### src/rtl/dma_reader_pkg.sv
// Shared AXI3 read/write DMA constants and the controller state encoding.
// Used by both the DMA reader and the DMA write controller.
package dma_reader_pkg;

  localparam logic [3:0]  BURST_LEN      = 4'd15;
  localparam logic [2:0]  BEAT_SIZE      = 3'd3;
  localparam logic [1:0]  BURST_INC      = 2'b01;
  localparam logic [1:0]  RESP_OKAY      = 2'b00;
  localparam logic [31:0] BURST_ADDR_INC = 32'd128;

  typedef enum logic [1:0] {
    ST_IDLE,
    ST_ADDR,
    ST_DATA,
    ST_DONE
  } dma_state_e;

endpackage

### src/rtl/sync_fifo.sv
// Single-clock show-ahead FIFO with occupancy count; head word is visible
// on o_data whenever the FIFO is non-empty, zero otherwise.
module sync_fifo #(
  parameter int unsigned WIDTH = 64,
  parameter int unsigned DEPTH = 32
) (
  input  logic                     i_clk,
  input  logic                     i_rst,
  input  logic                     i_push,
  input  logic [WIDTH-1:0]         i_data,
  input  logic                     i_pop,
  output logic [WIDTH-1:0]         o_data,
  output logic                     o_empty,
  output logic [$clog2(DEPTH):0]   o_count
);

  localparam int unsigned AW = $clog2(DEPTH);

  logic [WIDTH-1:0] r_mem [DEPTH];
  logic [AW-1:0]    r_wr_ptr;
  logic [AW-1:0]    r_rd_ptr;
  logic [AW:0]      r_count;
  logic             w_empty;
  logic             w_full;
  logic             w_push;
  logic             w_pop;

  assign w_empty = (r_count == '0);
  assign w_full  = (r_count == (AW+1)'(DEPTH));
  assign w_push  = i_push && !w_full;
  assign w_pop   = i_pop && !w_empty;

  always_ff @(posedge i_clk) begin
    if (w_push) r_mem[r_wr_ptr] <= i_data;
  end

  always_ff @(posedge i_clk or posedge i_rst) begin
    if (i_rst) begin
      r_wr_ptr <= '0;
      r_rd_ptr <= '0;
      r_count  <= '0;
    end else begin
      if (w_push) r_wr_ptr <= r_wr_ptr + 1'b1;
      if (w_pop)  r_rd_ptr <= r_rd_ptr + 1'b1;
      case ({w_push, w_pop})
        2'b10:   r_count <= r_count + 1'b1;
        2'b01:   r_count <= r_count - 1'b1;
        default: r_count <= r_count;
      endcase
    end
  end

  // The reader's credit check keeps pushes away from a full buffer.
  assert property (@(posedge i_clk) disable iff (i_rst) !(i_push && w_full));

  assign o_data  = w_empty ? '0 : r_mem[r_rd_ptr];
  assign o_empty = w_empty;
  assign o_count = r_count;

endmodule

### src/rtl/dma_reader.sv
// AXI3 burst reader: fetches num_bursts x 16-beat bursts from base_addr and
// streams the 64-bit beats out through a credit-guarded show-ahead FIFO.
module dma_reader
  import dma_reader_pkg::*;
#(
  parameter int unsigned FIFO_DEPTH  = 32,
  parameter int unsigned BURST_BEATS = 16
) (
  input  logic        aclk,
  input  logic        rst_i,
  output logic [31:0] m_axi_araddr,
  output logic        m_axi_arvalid,
  input  logic        m_axi_arready,
  output logic [3:0]  m_axi_arlen,
  output logic [2:0]  m_axi_arsize,
  output logic [1:0]  m_axi_arburst,
  input  logic [63:0] m_axi_rdata,
  input  logic        m_axi_rvalid,
  output logic        m_axi_rready,
  input  logic [1:0]  m_axi_rresp,
  input  logic        m_axi_rlast,
  input  logic        start_i,
  input  logic [31:0] base_addr_i,
  input  logic [15:0] num_bursts_i,
  output logic [63:0] m_data_o,
  output logic        m_valid_o,
  input  logic        m_ready_i,
  output logic        busy_o,
  output logic        done_o,
  output logic        error_o
);

  localparam int unsigned CW = $clog2(FIFO_DEPTH) + 1;

  dma_state_e     r_state;
  dma_state_e     w_next;
  logic           r_start_q;
  logic           r_start_qq;
  logic [31:0]    r_addr;
  logic [15:0]    r_bursts;
  logic [4:0]     r_beat;
  logic           r_error;
  logic           w_accept;
  logic           w_ar_hs;
  logic           w_r_hs;
  logic           w_last_beat;
  logic           w_credit;
  logic           w_empty;
  logic [CW-1:0]  w_count;

  assign w_accept    = r_start_q && !r_start_qq &&
                       (r_state == ST_IDLE || r_state == ST_DONE);
  assign w_ar_hs     = m_axi_arvalid && m_axi_arready;
  assign w_r_hs      = m_axi_rvalid && m_axi_rready;
  assign w_last_beat = (r_beat == 5'(BURST_LEN));
  assign w_credit    = (CW'(FIFO_DEPTH) - w_count) >= CW'(BURST_BEATS);

  always_ff @(posedge aclk or posedge rst_i) begin
    if (rst_i) r_state <= ST_IDLE;
    else       r_state <= w_next;
  end

  always_comb begin
    w_next = r_state;
    case (r_state)
      ST_IDLE, ST_DONE: if (w_accept) w_next = (num_bursts_i == '0) ? ST_DONE : ST_ADDR;
      ST_ADDR:          if (w_ar_hs)  w_next = ST_DATA;
      ST_DATA:          if (w_r_hs && w_last_beat)
                          w_next = (r_bursts == 16'd1) ? ST_DONE : ST_ADDR;
      default:          w_next = ST_IDLE;
    endcase
  end

  always_comb begin
    m_axi_arvalid = (r_state == ST_ADDR) && w_credit;
    m_axi_rready  = (r_state == ST_DATA);
    busy_o        = (r_state == ST_ADDR) || (r_state == ST_DATA);
    done_o        = (r_state == ST_DONE);
  end

  always_ff @(posedge aclk or posedge rst_i) begin
    if (rst_i) begin
      r_start_q  <= 1'b0;
      r_start_qq <= 1'b0;
      r_addr     <= '0;
      r_bursts   <= '0;
      r_beat     <= '0;
      r_error    <= 1'b0;
    end else begin
      r_start_q  <= start_i;
      r_start_qq <= r_start_q;
      if (w_accept) begin
        r_addr   <= base_addr_i;
        r_bursts <= num_bursts_i;
        r_beat   <= '0;
        r_error  <= 1'b0;
      end else if (w_r_hs) begin
        // Bad beats are flagged but still buffered; no retry is attempted.
        if (m_axi_rresp != RESP_OKAY || m_axi_rlast != w_last_beat)
          r_error <= 1'b1;
        if (w_last_beat) begin
          r_beat   <= '0;
          r_addr   <= r_addr + BURST_ADDR_INC;
          r_bursts <= r_bursts - 16'd1;
        end else begin
          r_beat   <= r_beat + 5'd1;
        end
      end
    end
  end

  sync_fifo #(
    .WIDTH (64),
    .DEPTH (FIFO_DEPTH)
  ) u_fifo (
    .i_clk   (aclk),
    .i_rst   (rst_i),
    .i_push  (w_r_hs),
    .i_data  (m_axi_rdata),
    .i_pop   (m_valid_o && m_ready_i),
    .o_data  (m_data_o),
    .o_empty (w_empty),
    .o_count (w_count)
  );

  assign m_valid_o     = !w_empty;
  assign m_axi_araddr  = r_addr;
  assign m_axi_arlen   = BURST_LEN;
  assign m_axi_arsize  = BEAT_SIZE;
  assign m_axi_arburst = BURST_INC;
  assign error_o       = r_error;

endmodule

### config.mk
export PLATFORM = sky130hd
export DESIGN_NAME = dma_reader
export DESIGN_NICKNAME = d
export VERILOG_FILES = /design/src/rtl/dma_reader_pkg.sv /design/src/rtl/sync_fifo.sv /design/src/rtl/dma_reader.sv
export SDC_FILE = /design/constraint.sdc
export NUM_CORES = 2
export LEC_CHECK = 0
export CAP_MARGIN = 20
export CORE_MARGIN = 3
export CORE_UTILIZATION = 55
export CTS_CLUSTER_DIAMETER = 60
export DETAILED_ROUTE_END_ITERATION = 10
export PLACE_DENSITY = 0.75
export SLEW_MARGIN = 20
export SYNTH_ARGS = -nofsm -noshare
export SYNTH_HDL_FRONTEND = slang
export SYNTH_SLANG_ARGS = --single-unit
### constraint.sdc
create_clock -name aclk -period 4.8 [get_ports aclk]
set_clock_uncertainty 0.05 [all_clocks]
set_input_delay 0.96 -clock aclk [delete_from_list [all_inputs] [get_ports aclk]]
set_output_delay 0.96 -clock aclk [all_outputs]
set_load 0.02 [all_outputs]
# ---- After elaboration in Yosys (flattened, before gate mapping)
# Memory sizes are Yosys's and may differ from the RTL's.
# Index checks and enable logic that the tools add are counted.
# Widths: inputs -> output; s select.
dict set report op_classes {
  n_addsub 8
  magnitude_cmp 1
  muxes 22
  n_eq_ne 12
  reduce_logical 27
}
# cell count
set op_table {}
lappend op_table {{$mux 32} 3}
lappend op_table {{$mux 64} 1}
lappend op_table {{$mux 16} 3}
lappend op_table {{$add 32x8->32 const B} 1}
lappend op_table {{$eq 16x1->1 const B} 1}
lappend op_table {{$logic_not 16->1} 1}
lappend op_table {{$sub 16x1->16 const B} 1}
lappend op_table {{$add 5x1->5 const B} 3}
lappend op_table {{$mux 5} 3}
lappend op_table {{$pmux 6 s2} 1}
lappend op_table {{$mux 2} 5}
lappend op_table {{$reduce_bool 2->1} 5}
lappend op_table {{$logic_and 1x1->1} 9}
lappend op_table {{$add 6x1->6 const B} 1}
lappend op_table {{$eq 2x2->1 const B} 3}
lappend op_table {{$eq 6x6->1 const B} 1}
lappend op_table {{$ge 6x5->1 const B} 1}
lappend op_table {{$logic_not 6->1} 1}
lappend op_table {{$pmux 2 s3} 1}
lappend op_table {{$sub 6x1->6 const B} 1}
lappend op_table {{$sub 6x6->6 const A} 1}
lappend op_table {{$eq 5x4->1 const B} 1}
lappend op_table {{$mux 1} 5}
lappend op_table {{$eq 2x1->1 const B} 2}
lappend op_table {{9 further kinds} 15}
dict set report totals {
  ram_bits 2048
  memories 1
  register_bits 74
  wordCells 81
  output_inout_bits 111
  in_bits 121
}
# memory depth word_bits read_ports rd_ports_with_merged_regs wr line
set memory_table {}
lappend memory_table {u_fifo.r_mem 32 64 1 0 1 sync_fifo.sv:19} ;# logic [WIDTH-1:0] r_mem [DEPTH];

# ---- Depth between registers and ports, before layout
dict set report depth {
  word_depth 6
  depth_mapped 16
  ltp_nobuf 13
}

# ---- Modules after synthesis
# From an unflattened synthesis, not the netlist that was laid out.
dict set report hier_totals {
  hier_cells 4021
  area_unflattened_um2 82703.1
}
# mod cells_per_inst n_inst seq_area_each_um2 area_each_um2
set by_module_without_submodules {}
lappend by_module_without_submodules {sync_fifo 3666 1 61899.4 79472.5}
lappend by_module_without_submodules {dma_reader 355 1 1451.4 3230.6}

# ---- Worst setup path after synthesis
# No wires, ideal clock.
dict set report synth_path {
  path_kind {in2reg}
  startpoint {input port m_axi_rvalid}
  endpoint {memory u_fifo.r_mem[31][0] (enable)}
  stages 6
  path_slack_ns -0.425
  arrival_time_ns 4.688
  required_time_ns 4.263
  setup_time_ns 0.487
  n_path_buf 2
  cell_sequence {nand2_1 clkbuf_1 a21oi_1 nand2_1 clkbuf_1 nor2_1}
}
dict set report synth_between {
  elab_chain_cells 4
}
# item line
set synth_rtl {}
lappend synth_rtl {{start, declared} dma_reader.sv:18} ;# input logic m_axi_rvalid,
lappend synth_rtl {{$logic_and 1x1->1} dma_reader.sv:54} ;# assign w_r_hs = m_axi_rvalid && m_axi_rready;
lappend synth_rtl {{$logic_and 1x1->1} sync_fifo.sv:30} ;# assign w_push = i_push && !w_full;
lappend synth_rtl {{$mux 1} sync_fifo.sv:34} ;# if (w_push) r_mem[r_wr_ptr] <= i_data;
lappend synth_rtl {{$mux 1 (implied by the code)} sync_fifo.sv:34}
lappend synth_rtl {{end, declared} sync_fifo.sv:19}
# No other way between the ends.

# ---- Worst setup path after layout
dict set report layout_path {
  startpoint {register u_fifo.r_rd_ptr[3]}
  endpoint {output port m_data_o[49]}
}
dict set report layout_between {
  elab_chain_cells 2
}
# item line
set layout_rtl {}
lappend layout_rtl {{start, declared} sync_fifo.sv:21} ;# logic [AW-1:0] r_rd_ptr;
lappend layout_rtl {{start signal, assigned} sync_fifo.sv:44} ;# if (w_pop) r_rd_ptr <= r_rd_ptr + 1'b1;
lappend layout_rtl {{$mem_v2 32x64} -}
lappend layout_rtl {{$mux 64} sync_fifo.sv:56} ;# assign o_data = w_empty ? '0 : r_mem[r_rd_ptr];
lappend layout_rtl {{end, declared} dma_reader.sv:25} ;# output logic [63:0] m_data_o,
# No other way between the ends.

==> flow_summary.toml <==
[floorplanning]
fp.dieW_microns = 393.7
rows = 141
die_y_microns = 393.7
initial_utilization_pct = 55.66
pin_count = 232
dieArea_sq_um = 155000
core_sq_um = 148500

[routing]
viasPerCell = 6.493
drt_iter0_drc = 5226
first_pass_iters = 5
num_vias = 43197
met3_length_microns = 20500
drc = 0
wl_met1_microns = 78400
wl_per_cell_microns = 31.27
ant_nets = 0
top_layer_used = "met5"
drt_wl_total_microns = 208100
wl_met2_microns = 100800

[placed_design]
gp_congestion = 0.8436
placed_cells = 6242
portBuffers = 222
hpwl_microns = 111600

[run_status]
outcome = "completed"

[power]
power_leakage_nw = 31.38
power.density_nw_per_um2 = 571.2
ir_drop_uv = 442.8
power_w = 0.05494

[timing]
slew_headroom_pct = 26.03
setup_viol = 0
worst_pin_slew_ps = 1106
fmax_mhz = 210.7
drv_slew = 0
hold_viol = 0
rsz0062_at_grt = "true"
min_period_ps = 4747
finalCritPeriodShare_pct = 98.89

[synthesis]
synth_top_flop_cell = "edfxtp_1"
async_flop_share_pct = 3.487
syn_area_sq_um = 82680
syn_inst = 4040
yosys.cell_count.top_type = "edfxtp_1"
yosysTopAreaCellShare_pct = 74.38
synth-edff-count = 2048
synthDistinctLibCells = 66
synth_seq_area_share_pct = 76.62
syn_area_per_cell_sq_um = 20.46
yosys.area.top_type = "edfxtp_1"
yosys_warnings = 0
synthTopCellsByArea = "edfxtp_1 74%, mux4_2 9.8%, mux2i_1 4.4%, dfrtp_1 2.2%, mux2_2 1.1%"
ys_seq_elements = 2122
yosys-top-cells-count = "2048 x edfxtp_1, 366 x mux2i_1, 358 x mux4_2"

[worst_setup_path]
cp-start-kind = "flip-flop"
critPathSlowestCell = "dfrtp_4"
r2r_cells = 13
worstPathMaxFanout = 22
crit_chain = "buf_4 > nor2b_1 > a22oi_1 > a31oi_1 > clkdlybuf4s50_1"
end_kind = "primary output"
required_ps = 3790
max_stage_delay_ps = 690
crit_arrival_ps = 3740
critPathKind = "reg2out"

[global_routing]
grt_util_all_layers_pct = 26.51
grt_pass1_vias = 43059
grt_max_degree = 82
overflow = 0
grt_first_pass_wirelength_microns = 299600
antenna_found_initial = 11

[worst_hold_path]
hold_class = "reg2reg"
whs_path_depth = 0

[job]
maxCapViolations = 0

[layout]
layout.cells.non_filler = 6653
drive_gt1_share_pct = 23.47
syn_to_final_growth_pct = 16.33
layout.nets = 4614

[clock_network]
cts.clk_slew.worst_paths_ps = 60
numCtsBuffers = 204
cts_tree = "done"
clock_latency_ps = 830
htree_num_levels = 4
cts_root_buffer = "clkbuf_16"
cts_buffer_depth = 3
cts_sinks = 2122
final timing paths:
| check | from | to | slack, ps |
|---|---|---|---|
| min reg2reg | r_start_q | r_start_qq | 340 |
| min in group asynchronous | rst_i | m_axi_araddr[1] | 440 |
| max reg2reg | r_state[0] | u_fifo.o_count[4] | 1130 |
| min | r_start_q | r_start_qq | 340 |
| max | u_fifo.r_rd_ptr[3] | m_data_o[49] | 50 |
| max in group asynchronous | rst_i | m_axi_araddr[7] | 3100 |
power by group:
| group | leakage (nW) | internal (W) | switching (W) | total, W |
|---|---|---|---|---|
| logic | 8.86 | 0.00816 | 0.00989 | 0.0180 |
| clock network | 3.20 | 0.00872 | 0.00695 | 0.0157 |
| registers | 19.3 | 0.0207 | 0.000498 | 0.0212 |
critical path, delay by kind of cell (launching register included):
family	cells	cell delay [ps]
AND/OR/NAND/NOR	1	580
buffers and inverters	2	1000
flip-flops	1	690
AO/OA/AOI/OAI	2	610
layout make-up:
class	instances	area, sq um
Antenna cell	2	5.005
Clock inverter	127	1285
Clock buffer	251	5281
Timing Repair Buffer	462	5151
Sequential cell	2122	63370
Fill cell	9520	52360
Tap cell	2002	2505
Multi-Input combinational cell	1675	18540
Inverter	12	47.55
sequential cells by signal, indices dropped and copies added (netlist names):
name	flops
u_fifo.r_mem	2048
m_axi_araddr	32
r_bursts	16
u_fifo.o_count	6
r_beat	5
u_fifo.r_rd_ptr	5
u_fifo.r_wr_ptr	5
r_state	2
error_o	1
r_start_q	1
r_start_qq	1
routing by layer:
layer | global-route usage (%) | up-vias
li1 | - | 17590
met4 | 10.20 | 8
met2 | 42.14 | 2602
met5 | 0 | -
met3 | 5.903 | 502
met1 | 36.31 | 22495
through the flow:
stage          hold WS (ps)  setup TNS, ps  cell area (sq um)  util, %  setup slack [ps]
2_1_floorplan         304.6        -771680              82700        -            -424.8
3_3_place_gp          314.8              0              88910    59.86             460.5
3_5_place_dp          322.4              0              88920    59.86             359.0
4_1_cts               338.6         -31.29              95950    64.59            -31.29
5_1_grt               342.2         -69.66              96180    64.75            -67.36
6_report              336.4              0              96180    64.75             53.04
placed cells by master (no fill, tap or decap), types with 40 or more instances in the layout:
| cell type | Yosys | routed |
|---|---|---|
| mux2i_1 | 366 | 364 |
| buf_12 | 0 | 64 |
| clkinv_2 | 0 | 40 |
| clkdlybuf4s50_1 | 0 | 169 |
| mux2_2 | 84 | 84 |
| edfxtp_1 | 2048 | 2048 |
| clkbuf_16 | 0 | 210 |
| a21oi_1 | 58 | 58 |
| buf_4 | 46 | 160 |
| nor2_1 | 120 | 85 |
| clkbuf_1 | 87 | 47 |
| dfrtp_1 | 74 | 69 |
| nand2_1 | 107 | 104 |
| a211oi_1 | 43 | 41 |
| a22oi_1 | 83 | 83 |
| clkinv_1 | 1 | 47 |
| mux4_2 | 358 | 358 |
repair_timing:
item                                    4_1_cts  5_1_grt
buffers inserted                             20        1
hold buffers                                  0        0
gates resized for setup                      68       35
endpoints found under the setup margin       57       33
pin swaps                                     3        3
cloned                                        3        6
logic make-up after synthesis:
group | share of synthesized area, %
flip-flops | 76.62
multiplexers | 15.34
AO/OA/AOI/OAI | 3.461
AND/OR/NAND/NOR | 2.173
buffers and inverters | 1.557
XOR/XNOR | 0.5932
adder cells (fa/ha/maj) | 0.2421
other | 0.009083
(Power assumes the default switching activity.)
